`config.mk`:
```
export PLATFORM = sky130hd
export DESIGN_NAME = note_sequencer
export DESIGN_NICKNAME = d
export VERILOG_FILES = /design/src/rtl/bythoven_pkg.sv /design/src/rtl/seq_divider.sv /design/src/rtl/note_sequencer.sv
export SDC_FILE = /design/constraint.sdc
export NUM_CORES = 1
export LEC_CHECK = 0
export CAP_MARGIN = 20
export CORE_MARGIN = 8
export CORE_UTILIZATION = 27
export DETAILED_ROUTE_END_ITERATION = 8
export SETUP_SLACK_MARGIN = 0.5
export SLEW_MARGIN = 10
export SYNTH_ARGS = -nofsm -noshare
export SYNTH_HDL_FRONTEND = slang
export SYNTH_SLANG_ARGS = --single-unit
```
`constraint.sdc`:
```
create_clock -name CLK -period 21.2 [get_ports CLK]
set_input_delay 4.24 -clock CLK [delete_from_list [all_inputs] [get_ports CLK]]
set_output_delay 4.24 -clock CLK [all_outputs]
set_load 0.01 [all_outputs]
```
`src/rtl/bythoven_pkg.sv`:
```
// Shared definitions for the score sequencer: opcodes, word field positions,
// FSM states and tempo/duration arithmetic helpers.
package bythoven_pkg;

  typedef enum logic [1:0] {
    OP_NOTE  = 2'b00,
    OP_REST  = 2'b01,
    OP_TEMPO = 2'b10,
    OP_HALT  = 2'b11
  } op_e;

  typedef enum logic [2:0] {
    S_IDLE,
    S_WAIT_INS,
    S_DIV,
    S_PLAY,
    S_HALTED
  } state_e;

  localparam int unsigned OP_MSB   = 15;
  localparam int unsigned OP_LSB   = 14;
  localparam int unsigned VOL_MSB  = 13;
  localparam int unsigned VOL_LSB  = 12;
  localparam int unsigned DUR_MSB  = 11;
  localparam int unsigned DUR_LSB  = 8;
  localparam int unsigned OCT_MSB  = 7;
  localparam int unsigned OCT_LSB  = 4;
  localparam int unsigned NOTE_MSB = 3;
  localparam int unsigned NOTE_LSB = 0;
  localparam int unsigned BPM_MSB  = 7;
  localparam int unsigned BPM_LSB  = 0;

  function automatic logic [31:0] ticks_per_min_f(input longint unsigned clk_hz);
    longint unsigned t;
    t = clk_hz * 64'd60;
    return t[31:0];
  endfunction

  function automatic logic [31:0] eighth_cycles_f(input longint unsigned clk_hz,
                                                  input longint unsigned bpm);
    longint unsigned q;
    q = (clk_hz * 64'd60) / (bpm * 64'd8);
    return q[31:0];
  endfunction

  // dur 0 means 16 eighths; product saturates, and never returns 0 so PLAY always ends
  function automatic logic [31:0] dur_cycles_f(input logic [3:0] dur, input logic [31:0] eighth);
    logic [4:0]  beats;
    logic [36:0] prod;
    beats = (dur == 4'd0) ? 5'd16 : {1'b0, dur};
    prod  = {32'd0, beats} * {5'd0, eighth};
    if (prod[36:32] != 5'd0) return '1;
    if (prod == 37'd0) return 32'd1;
    return prod[31:0];
  endfunction

endpackage

```
`src/rtl/seq_divider.sv`:
```
// 32/32 unsigned restoring divider, one quotient bit per cycle; done pulses
// for one cycle when the quotient is ready. A new start aborts any divide.
module seq_divider (
  input  logic        CLK,
  input  logic        RST,
  input  logic        start,
  input  logic [31:0] dividend,
  input  logic [31:0] divisor,
  output logic        done,
  output logic [31:0] quotient
);

  logic [31:0] rem_q, rem_d, quo_q, quo_d, dvs_q, dvs_d;
  logic [4:0]  cnt_q, cnt_d;
  logic        run_q, run_d, done_q, done_d;
  logic [32:0] shifted, diff;

  always_comb begin
    rem_d   = rem_q;
    quo_d   = quo_q;
    dvs_d   = dvs_q;
    cnt_d   = cnt_q;
    run_d   = run_q;
    done_d  = 1'b0;
    shifted = {rem_q, quo_q[31]};
    diff    = shifted - {1'b0, dvs_q};
    if (start) begin
      rem_d = '0;
      quo_d = dividend;
      dvs_d = divisor;
      cnt_d = '0;
      run_d = 1'b1;
    end else if (run_q) begin
      if (!diff[32]) begin
        rem_d = diff[31:0];
        quo_d = {quo_q[30:0], 1'b1};
      end else begin
        rem_d = shifted[31:0];
        quo_d = {quo_q[30:0], 1'b0};
      end
      cnt_d = cnt_q + 5'd1;
      if (cnt_q == 5'd31) begin
        run_d  = 1'b0;
        done_d = 1'b1;
      end
    end
  end

  always_ff @(posedge CLK or posedge RST) begin
    if (RST) begin
      rem_q  <= '0;
      quo_q  <= '0;
      dvs_q  <= '0;
      cnt_q  <= '0;
      run_q  <= 1'b0;
      done_q <= 1'b0;
    end else begin
      rem_q  <= rem_d;
      quo_q  <= quo_d;
      dvs_q  <= dvs_d;
      cnt_q  <= cnt_d;
      run_q  <= run_d;
      done_q <= done_d;
    end
  end

  assign done     = done_q;
  assign quotient = quo_q;

endmodule

```
`src/rtl/note_sequencer.sv`:
```
// Score playback controller: SRAM fetch unit with one-word prefetch buffer,
// instruction FSM, tempo divider and eighth-beat duration counter.
module note_sequencer
  import bythoven_pkg::*;
#(
  parameter int unsigned CLK_HZ      = 50000000,
  parameter int unsigned DEFAULT_BPM = 96,
  parameter int unsigned SRAM_WAIT   = 3,
  parameter logic [17:0] START_ADDR  = 18'd0
) (
  input  logic        CLK,
  input  logic        RST,
  input  logic        start,
  input  logic        stop,
  output logic [17:0] SRAM_A,
  input  logic [15:0] SRAM_D,
  output logic        tone_en,
  output logic [3:0]  tone_note,
  output logic [3:0]  tone_octave,
  output logic [1:0]  tone_volume,
  output logic        busy,
  output logic        halted
);

  localparam logic [31:0]  EIGHTH_DEFAULT = eighth_cycles_f(CLK_HZ, DEFAULT_BPM);
  localparam logic [31:0]  TICKS_PER_MIN  = ticks_per_min_f(CLK_HZ);
  localparam int unsigned  FW             = (SRAM_WAIT > 1) ? $clog2(SRAM_WAIT) : 1;
  localparam logic [FW-1:0] FETCH_LAST    = FW'(SRAM_WAIT - 1);

  state_e      state_q, state_d;
  logic [17:0] pc_q, pc_d;
  logic [15:0] pbuf_q, pbuf_d;
  logic        pbuf_valid_q, pbuf_valid_d;
  logic        fetch_act_q, fetch_act_d;
  logic [FW-1:0] fetch_cnt_q, fetch_cnt_d;
  logic        fetch_halt_q, fetch_halt_d;
  logic [31:0] eighth_q, eighth_d;
  logic [31:0] dur_cnt_q, dur_cnt_d;
  logic        tempo_zero_q, tempo_zero_d;
  logic        tone_en_q, tone_en_d;
  logic [3:0]  tone_note_q, tone_note_d, tone_oct_q, tone_oct_d;
  logic [1:0]  tone_vol_q, tone_vol_d;

  op_e         pbuf_op;
  logic        run_w, load_play, begin_run, note_ok;
  logic        div_start, div_done;
  logic [31:0] div_quo, div_divisor;

  assign pbuf_op     = op_e'(pbuf_q[OP_MSB:OP_LSB]);
  assign run_w       = (state_q == S_WAIT_INS) || (state_q == S_DIV) || (state_q == S_PLAY);
  assign div_divisor = {21'd0, pbuf_q[BPM_MSB:BPM_LSB], 3'd0};

  seq_divider u_div (
    .CLK      (CLK),
    .RST      (RST),
    .start    (div_start),
    .dividend (TICKS_PER_MIN),
    .divisor  (div_divisor),
    .done     (div_done),
    .quotient (div_quo)
  );

  always_comb begin
    state_d      = state_q;
    pc_d         = pc_q;
    pbuf_d       = pbuf_q;
    pbuf_valid_d = pbuf_valid_q;
    fetch_act_d  = fetch_act_q;
    fetch_cnt_d  = fetch_cnt_q;
    fetch_halt_d = fetch_halt_q;
    eighth_d     = eighth_q;
    dur_cnt_d    = dur_cnt_q;
    tempo_zero_d = tempo_zero_q;
    tone_en_d    = tone_en_q;
    tone_note_d  = tone_note_q;
    tone_oct_d   = tone_oct_q;
    tone_vol_d   = tone_vol_q;
    load_play    = 1'b0;
    begin_run    = 1'b0;
    note_ok      = 1'b0;
    div_start    = 1'b0;

    // Fetch runs beside the FSM; the issue cycle is registered, then SRAM_A is held SRAM_WAIT cycles.
    if (fetch_act_q) begin
      if (fetch_cnt_q == FETCH_LAST) begin
        pbuf_d       = SRAM_D;
        pbuf_valid_d = 1'b1;
        fetch_act_d  = 1'b0;
        fetch_cnt_d  = '0;
        pc_d         = pc_q + 18'd1;
        if (SRAM_D[OP_MSB:OP_LSB] == OP_HALT) fetch_halt_d = 1'b1;
      end else begin
        fetch_cnt_d = fetch_cnt_q + FW'(1);
      end
    end else if (run_w && !pbuf_valid_q && !fetch_halt_q) begin
      fetch_act_d = 1'b1;
      fetch_cnt_d = '0;
    end

    case (state_q)
      S_IDLE, S_HALTED: if (start) begin_run = 1'b1;
      S_WAIT_INS: begin
        if (pbuf_valid_q) begin
          pbuf_valid_d = 1'b0;
          case (pbuf_op)
            OP_NOTE, OP_REST: load_play = 1'b1;
            OP_TEMPO: begin
              tempo_zero_d = (pbuf_q[BPM_MSB:BPM_LSB] == 8'd0);
              div_start    = (pbuf_q[BPM_MSB:BPM_LSB] != 8'd0);
              state_d      = S_DIV;
            end
            default: state_d = S_HALTED;
          endcase
        end
      end
      S_DIV: begin
        if (tempo_zero_q) begin
          state_d = S_WAIT_INS;
        end else if (div_done) begin
          eighth_d = div_quo;
          state_d  = S_WAIT_INS;
        end
      end
      S_PLAY: begin
        if (dur_cnt_q == 32'd1) begin
          if (pbuf_valid_q && !pbuf_q[OP_MSB]) begin
            load_play = 1'b1;
          end else begin
            state_d     = S_WAIT_INS;
            tone_en_d   = 1'b0;
            tone_note_d = '0;
            tone_oct_d  = '0;
            tone_vol_d  = '0;
          end
        end else begin
          dur_cnt_d = dur_cnt_q - 32'd1;
        end
      end
      default: state_d = S_IDLE;
    endcase

    if (begin_run) begin
      state_d      = S_WAIT_INS;
      pc_d         = START_ADDR;
      pbuf_valid_d = 1'b0;
      fetch_act_d  = 1'b0;
      fetch_cnt_d  = '0;
      fetch_halt_d = 1'b0;
      eighth_d     = EIGHTH_DEFAULT;
    end

    if (load_play) begin
      note_ok      = (pbuf_op == OP_NOTE) && (pbuf_q[NOTE_MSB:NOTE_LSB] < 4'd12);
      pbuf_valid_d = 1'b0;
      state_d      = S_PLAY;
      dur_cnt_d    = dur_cycles_f(pbuf_q[DUR_MSB:DUR_LSB], eighth_q);
      tone_en_d    = note_ok;
      tone_note_d  = note_ok ? pbuf_q[NOTE_MSB:NOTE_LSB] : 4'd0;
      tone_oct_d   = note_ok ? pbuf_q[OCT_MSB:OCT_LSB] : 4'd0;
      tone_vol_d   = note_ok ? pbuf_q[VOL_MSB:VOL_LSB] : 2'd0;
    end

    // stop overrides everything, including a start or a fetch completing this cycle
    if (stop) begin
      state_d      = S_IDLE;
      pc_d         = START_ADDR;
      pbuf_valid_d = 1'b0;
      fetch_act_d  = 1'b0;
      fetch_cnt_d  = '0;
      fetch_halt_d = 1'b0;
      dur_cnt_d    = '0;
      tone_en_d    = 1'b0;
      tone_note_d  = '0;
      tone_oct_d   = '0;
      tone_vol_d   = '0;
    end
  end

  always_ff @(posedge CLK or posedge RST) begin
    if (RST) begin
      state_q      <= S_IDLE;
      pc_q         <= START_ADDR;
      pbuf_q       <= '0;
      pbuf_valid_q <= 1'b0;
      fetch_act_q  <= 1'b0;
      fetch_cnt_q  <= '0;
      fetch_halt_q <= 1'b0;
      eighth_q     <= EIGHTH_DEFAULT;
      dur_cnt_q    <= '0;
      tempo_zero_q <= 1'b0;
      tone_en_q    <= 1'b0;
      tone_note_q  <= '0;
      tone_oct_q   <= '0;
      tone_vol_q   <= '0;
    end else begin
      state_q      <= state_d;
      pc_q         <= pc_d;
      pbuf_q       <= pbuf_d;
      pbuf_valid_q <= pbuf_valid_d;
      fetch_act_q  <= fetch_act_d;
      fetch_cnt_q  <= fetch_cnt_d;
      fetch_halt_q <= fetch_halt_d;
      eighth_q     <= eighth_d;
      dur_cnt_q    <= dur_cnt_d;
      tempo_zero_q <= tempo_zero_d;
      tone_en_q    <= tone_en_d;
      tone_note_q  <= tone_note_d;
      tone_oct_q   <= tone_oct_d;
      tone_vol_q   <= tone_vol_d;
    end
  end

  assign SRAM_A      = pc_q;
  assign tone_en     = tone_en_q;
  assign tone_note   = tone_note_q;
  assign tone_octave = tone_oct_q;
  assign tone_volume = tone_vol_q;
  assign busy        = run_w;
  assign halted      = (state_q == S_HALTED);

endmodule

```
==> qor.yml, run 1 <==
outcome:
  status: "completed"
route:
  routedWlPerCell_um: 15.2
  first_pass_iters: 5
  routed_via_density: 4.97
  wirelength_mm: 36.4
  drc_errors: 0
  dr.first_iter.drc_count: 665
  dr_total_vias: 11895
  ant_nets: 0
synthesis:
  synth-seq-area-share_pct: 33.3
  async_reset_ff_share_pct: 100
  synth_seq_cells: 197
  ys.warnings.count: 0
  synthFlopType: "dfrtp_1"
  syn_nets: 1846
  synthCells: 1677
  synth_area_sq_um: 14900
  avgSynthCellArea_sq_um: 8.86
  synth_edf_count: 0
  synth.distinct_cells: 61
placed_design:
  place_congestion: 0.861
  hpwl_mm: 27.1
  port_buffers: 50
power_and_ir_drop:
  powerDensity_nw_per_um2: 116
  clkPwrFrac_pct: 17.4
  power_mw: 1.94
  vdd_drop_max_mv: 0.106
  pwr-share-comb_pct: 59.1
  switching_power_mw: 0.954
  p_sw_share_pct: 49.1
  p_int_mw: 0.990
  sequentialPowerShare_pct: 23.5
  power.leakage_nw: 7.39
die:
  rows: 86
  die_h_um: 251
  initial_core_util_pct: 27.1
  die_w_um: 251
  core_area_sq_um: 54800
  ios: 51
  die_area_sq_um: 62800
worst_setup_path:
  path_delay_family: "compound AO/OA/AOI/OAI gates"
  worstSetupStartpoint: "pbuf_q[9]$_DFFE_PP0P_"
  crit_buf_inv: 3
  crit_path_start_kind: "register"
  cp_slowest_cell: "nand4b_1"
  crit_fanout: 34
  critPathRequiredTime_ns: 21.53
  crit-reg2reg-launch: "pbuf_q[9]$_DFFE_PP0P_"
  cp_data_arrival_time_ns: 7.20
  cpPeakStageDelay_ns: 0.81
  critPathKind: "reg -> reg"
  end_kind: "register"
  crit_chain: "nor4_2, buf_4, and2_1, fa_1, fa_1, inv_1, fa_1, inv_1, ha_1, a21oi_1, o21ai_0, a21oi_1, a21boi_0, o21ai_0, a21oi_1, xnor2_1, nand4b_1, o21ai_0, o31ai_1"
timing:
  fmax_ghz: 0.146
  skew_ns: 0.0196
  rsz0062_at_grt: "no"
  final_hold_viol_count: 0
  fin_tns_setup_ns: 0
  worst_pin_slew_ns: 1.08
  period_share_pct: 32.4
  fin_crit_ns: 6.87
  max-slew-margin-rel_pct: 27.8
  setup_viol: 0
  maxSlewViolCount: 0
layout:
  drive_gt1_share_pct: 4.74
  final_nets: 1845
  syn2layout_area_growth_pct: 12.3
  utilization_pct: 30.5
  diodes: 0
clock_network:
  cts_inserted_buffers: 17
  cts-resized-gates: 0
  clock_path_buffers: 2
  clkTransAtPathRegs_ns: 0.09
  cts_hold_buffers: 0
  clkSinkCount: 197
  root_buffer: "clkbuf_16"
  clk_latency_ns: 0.47
  postCtsSetupRepairBufs: 0
  cts_tree: "yes"
  htree_levels: 4
global_route:
  grt_pass1_wl_mm: 61.6
  globalRouteOverflowTotal: 0
  grt_antenna_before_repair: 0
  grt_pass1_vias: 11929
  grt_max_degree: 132
  grt_util_all_layers_pct: 11.6
worst_hold_path:
  worstHoldStart: "u_div.quotient[20]$_DFFE_PP0P_"
  holdCritPathClass: "reg -> reg"
flow_run:
  drv_cap: 0
[cells in the final DEF (no fill, tap or decap), types with 58 or more instances in the layout]
cell type / synthesis / routed
a21oi_1: 82 / 82
nor2_1: 144 / 143
o21ai_0: 95 / 95
dfrtp_1: 184 / 183
nand2_1: 252 / 252
and2_1: 152 / 152
ha_1: 58 / 58
fa_1: 91 / 91
inv_1: 66 / 65
[through the flow]
stage	cells	worst slack, ns	hold WS [ns]	instance area (sq um)
2_1_floorplan	1677	11.61	0.447	14900
3_3_place_gp	2358	14.47	0.461	16000
3_5_place_dp	2360	14.45	0.463	16000
4_1_cts	2392	14.43	0.482	16700
5_1_grt	2393	13.92	0.509	16700
6_report	2393	14.33	0.475	16700
[path summary, 6_finish.rpt]
check	end	slack, ns	cells past startpoint
min	eighth_q[20]$_DFFE_PP1P_	0.47	2
max reg2reg	dur_cnt_q[0]$_DFFE_PP0P_	14.33	19
min reg2reg	eighth_q[20]$_DFFE_PP1P_	0.47	2
min in group asynchronous	tone_note[3]$_DFFE_PP0P_	4.38	2
max	dur_cnt_q[0]$_DFFE_PP0P_	14.33	19
max in group asynchronous	u_div.run_q$_DFF_PP0_	15.32	3
[cells by family (layout without fill, tap and decap cells)]
| logic type | count (synthesis) | count (layout) | synth area share [%] |
|---|---|---|---|
| multiplexers | 49 | 49 | 3.30 |
| AO/OA/AOI/OAI | 308 | 308 | 13.1 |
| XOR/XNOR | 86 | 86 | 5.07 |
| buffers and inverters | 152 | 164 | 3.89 |
| adder cells (fa/ha/maj) | 149 | 149 | 17.1 |
| flip-flops | 197 | 197 | 33.3 |
| AND/OR/NAND/NOR | 736 | 736 | 24.2 |
[tightest hold or removal path: cells and delay by family (launching register included)]
family / cells / cell delay, ns
flops: 1 / 0.39
simple gates: 2 / 0.10
[Yosys cell counts (all sizes together), types with 5 or more instances]
cell | instances | area [sq um]
o221ai | 15 | 131
a2111oi | 5 | 50.0
inv | 66 | 248
a31oi | 10 | 62.6
and2 | 152 | 951
or4 | 10 | 82.6
nor3 | 25 | 141
o31ai | 9 | 67.6
nand2b | 12 | 75.1
mux2i | 49 | 490
and3 | 8 | 50.1
a22o | 11 | 96.3
or2 | 6 | 37.5
nand4 | 18 | 113
clkbuf | 81 | 304
o21a | 9 | 67.6
xnor2 | 36 | 315
a21oi | 82 | 410
a21o | 10 | 75.1
nor2b | 6 | 37.5
a211oi | 24 | 185
ha | 58 | 726
o21ai | 97 | 497
nor4 | 26 | 163
or3 | 17 | 106
buf | 5 | 26.3
o41ai | 5 | 43.8
xor2 | 50 | 438
nor2 | 145 | 547
and4 | 5 | 43.8
o211ai | 8 | 60.1
a311oi | 5 | 43.8
fa | 91 | 1820
nand2 | 252 | 946
dfrtp | 184 | 4600
dfstp | 13 | 342
nand3 | 44 | 220
[flip-flops by register name (all words and copies together) (netlist names), 5 cells and up]
name / count
SRAM_A: 18
dur_cnt_q: 32
eighth_q: 32
pbuf_q: 16
u_div.cnt_q: 5
u_div.dvs_q: 8
u_div.quotient: 32
u_div.rem_q: 32
[layout make-up]
class / count / area (sq um)
fillers: 5698 / 38100
repair buffers: 66 / 633
clock buffers: 18 / 439
clock inverters: 14 / 180
flip-flops and latches: 197 / 4950
well taps: 704 / 881
inverters: 66 / 255
multi-input cells: 1328 / 9340
[metal layers]
metal,GRT usage (%),part of all wire [%],vias to the layer above
li1,-,-,5768
met4,3.49,1.7,0
met5,0,0,-
met2,18.8,46,217
met1,16.0,49,5871
met3,1.67,3.6,39
[power by group through the flow]
stage,Sequential (mW),Clock (mW),Combinational (mW)
global placement,0.460,0,1.13
finish,0.456,0.338,1.15
global route,0.464,0.366,1.28
floorplan,0.448,0,0.860
detailed placement,0.462,0,1.14
CTS,0.455,0.350,1.14
Note: power is estimated with default switching activity, not from simulation.
==> inputs of run 2 (changes only) <==
==> constraint.sdc (replaced) <==
create_clock -name CLK -period 6.37 [get_ports CLK]
set_input_delay 1.274 -clock CLK [delete_from_list [all_inputs] [get_ports CLK]]
set_output_delay 1.274 -clock CLK [all_outputs]
set_load 0.01 [all_outputs]
==> run 2 against run 1 <==
  * Power grew to 3.3 times the previous value
  * Clock power grew to 3.4 times the previous value
  * Sequential share of layout area is 0.25 points lower
  * Core utilization is 0.26 points higher
  * Via count is 0.94% lower
  * Worst setup slack worse by 14 ns
  * Fmax is 23% higher
  * Flip-flop and latch count stayed put
  * Global-route usage is 0.11 points higher
  * Combinational power grew to 3.3 times the previous value
  * First-iteration DRC count is 8.3% higher
  * Critical path depth stayed put
  * Largest cell class unchanged
==> qor.yml, run 2 (same netlist as run 1, synthesis figures left out) <==
power_and_ir_drop:
  power_mw: 6.50  # +230%
  pwr-share-comb_pct: 59.2  # about the same
  vdd_drop_max_mv: 0.269  # +150%
  clkPwrFrac_pct: 17.6  # +0.2 points
  switching_power_mw: 3.17  # +230%
  powerDensity_nw_per_um2: 386  # +230%
  p_sw_share_pct: 48.8  # -0.32 points
  power.leakage_nw: 7.43  # +0.59%
  sequentialPowerShare_pct: 23.2  # -0.3 points
  p_int_mw: 3.33  # +240%
clock_network:
  clkTransAtPathRegs_ns: 0.08  # about the same
  cts_inserted_buffers: 17  # unchanged
  cts_tree: "yes"
  root_buffer: "clkbuf_16"
  htree_levels: 4  # unchanged
  clkSinkCount: 197  # unchanged
  clock_path_buffers: 2  # unchanged
  clk_latency_ns: 0.46  # about the same
worst_setup_path:
  crit_path_start_kind: "register"
  crit-reg2reg-launch: "pbuf_q[8]$_DFFE_PP0P_"
  end_kind: "register"
  rr_worst_depth: 19  # unchanged
  critPathRequiredTime_ns: 6.72  # -14.81 ns
  cp_data_arrival_time_ns: 5.93  # -1.27 ns
  crit_fanout: 32  # -5.9%
  critPathKind: "reg -> reg"
  worstSetupStartpoint: "pbuf_q[8]$_DFFE_PP0P_"
global_route:
  grt_pass1_wl_mm: 62.4  # +1.3%
  grt_antenna_before_repair: 0  # unchanged
  grt_max_degree: 154  # +17%
  globalRouteOverflowTotal: 0  # unchanged
  grt_pass1_vias: 12129  # +1.7%
  grt_util_all_layers_pct: 11.8  # +0.11 points
layout:
  filler_cell_count: 5724  # +0.46%
  final_nets: 1854  # +0.49%
  final_common_cell: "nand2_1"
  syn2layout_area_growth_pct: 13.2
  register_area_sq_um: 4950  # unchanged
  diodes: 0  # unchanged
  mostFrequentLayoutCells: "252 x nand2_1, 183 x dfrtp_1, 152 x and2_1"
  drive_gt1_share_pct: 5.83  # +1.1 points
  multi_input_area_sq_um: 9400  # +0.59%
placed_design:
  hpwl_mm: 26.7  # -1.5%
  place_congestion: 0.860  # about the same
  port_buffers: 50  # unchanged
timing:
  worst_pin_slew_ns: 1.02  # -0.0603 ns
  maxSlewViolCount: 0  # unchanged
  fin_tns_setup_ns: 0  # unchanged
  setup_viol: 0  # unchanged
  fin_crit_ns: 5.58  # -1.29 ns
  max-slew-margin-rel_pct: 32.1  # +4.2 points
  rsz0062_at_grt: "yes"
  fmax_ghz: 0.179  # +23%
  final_hold_viol_count: 0  # unchanged
  skew_ns: 0.0197  # +0.0000689 ns
  period_share_pct: 87.5  # +55 points
outcome:
  status: "completed"
die:
  core_area_sq_um: 54800  # unchanged
  initial_core_util_pct: 27.1  # unchanged
  die_h_um: 251  # unchanged
  ios: 51  # unchanged
  rows: 86  # unchanged
  die_area_sq_um: 62800  # unchanged
  die_w_um: 251  # unchanged
worst_hold_path:
  hold_path_depth: 2  # unchanged
  worstHoldStart: "pbuf_q[13]$_DFFE_PP0P_"
  holdCritPathClass: "reg -> reg"
route:
  drc_errors: 0  # unchanged
  routed_via_density: 4.91  # -1.3%
  routedWlPerCell_um: 15.2  # about the same
  dr_total_vias: 11783  # -0.94%
  ant_nets: 0  # unchanged
  wirelength_mm: 36.5  # +0.37%
  first_pass_iters: 5  # unchanged
  dr.first_iter.drc_count: 720  # +8.3%
flow_run:
  drv_cap: 0  # unchanged
[run 2: changes by cell type in the layout (fill, tap and decap cells not counted), sizes merged]
cell,delta
inv,-4
clkinvlp,+3
clkinv,+1
buf,+8
bufinv,+1
[run 2: layout make-up]
cell class                      count  area share, %
Clock buffer                       17           2.53
Clock inverter                     15           1.12
Inverter                           66           1.49
Multi-Input combinational cell   1328           55.9
Sequential cell                   197           29.4
Tap cell                          704           5.24
Timing Repair Buffer               75           4.34
[run 2: metal layers]
metal | global-route usage, % | up-vias | wire length [um]
li1 | - | 5747 | -
met1 | 15.7 | 5827 | 17700
met2 | 19.2 | 182 | 17100
met3 | 2.31 | 27 | 1360
met4 | 3.24 | 0 | 451
met5 | 0 | - | 0
[run 2: per-stage QoR]
step                utilization, %  setup WS [ns]  std cells  cell area (sq um)  hold WS (ns)
floorplan                        -           1.07       1677              14900         0.447
global placement              29.4          0.605       2365              16100         0.460
detailed placement            29.4          0.539       2366              16100         0.463
CTS                           30.5          0.542       2398              16700         0.486
global route                  30.7          0.497       2402              16800         0.506
finish                        30.7          0.794       2402              16800         0.479
[run 2: timing repair]
item,CTS,global route
hold buffers,0,0
setup buffers,0,2
setup endpoints to repair,0,31
resized for setup,0,18
[run 2: critical path: stages, from the launching register on]
cell and delay [ns]:
dfrtp_1 0.40, nor4_2 0.29, clkbuf_8 0.29, and2_1 0.18, fa_1 0.43, fa_1 0.54, inv_1 0.06, fa_1 0.54
inv_1 0.04, ha_1 0.37, nand2_1 0.09, a311o_1 0.41, nor4_1 0.29, a21oi_2 0.17, o41ai_1 0.32, xnor2_1 0.23
nand4b_1 0.23, buf_4 0.24, nand2b_1 0.16, a22o_1 0.19
[run 2: worst paths after layout]
| check | endpoint | slack (ns) |
|---|---|---|
| max | dur_cnt_q[31]$_DFFE_PP0P_ | 0.79 |
| min reg2reg | pbuf_q[13]$_DFFE_PP0P_ | 0.48 |
| min in group asynchronous | dur_cnt_q[12]$_DFFE_PP0P_ | 1.22 |
| max reg2reg | dur_cnt_q[31]$_DFFE_PP0P_ | 0.79 |
| min | pbuf_q[13]$_DFFE_PP0P_ | 0.48 |
| max in group asynchronous | u_div.run_q$_DFF_PP0_ | 3.91 |
[run 2: power groups by stage]
stage | combinational (mW) | clock (mW) | sequential [mW]
2_1_floorplan | 2.86 | 0 | 1.49
3_3_place_gp | 3.76 | 0 | 1.52
3_5_place_dp | 3.76 | 0 | 1.53
4_1_cts | 3.79 | 1.18 | 1.51
5_1_grt | 4.34 | 1.22 | 1.53
6_report | 3.85 | 1.14 | 1.51
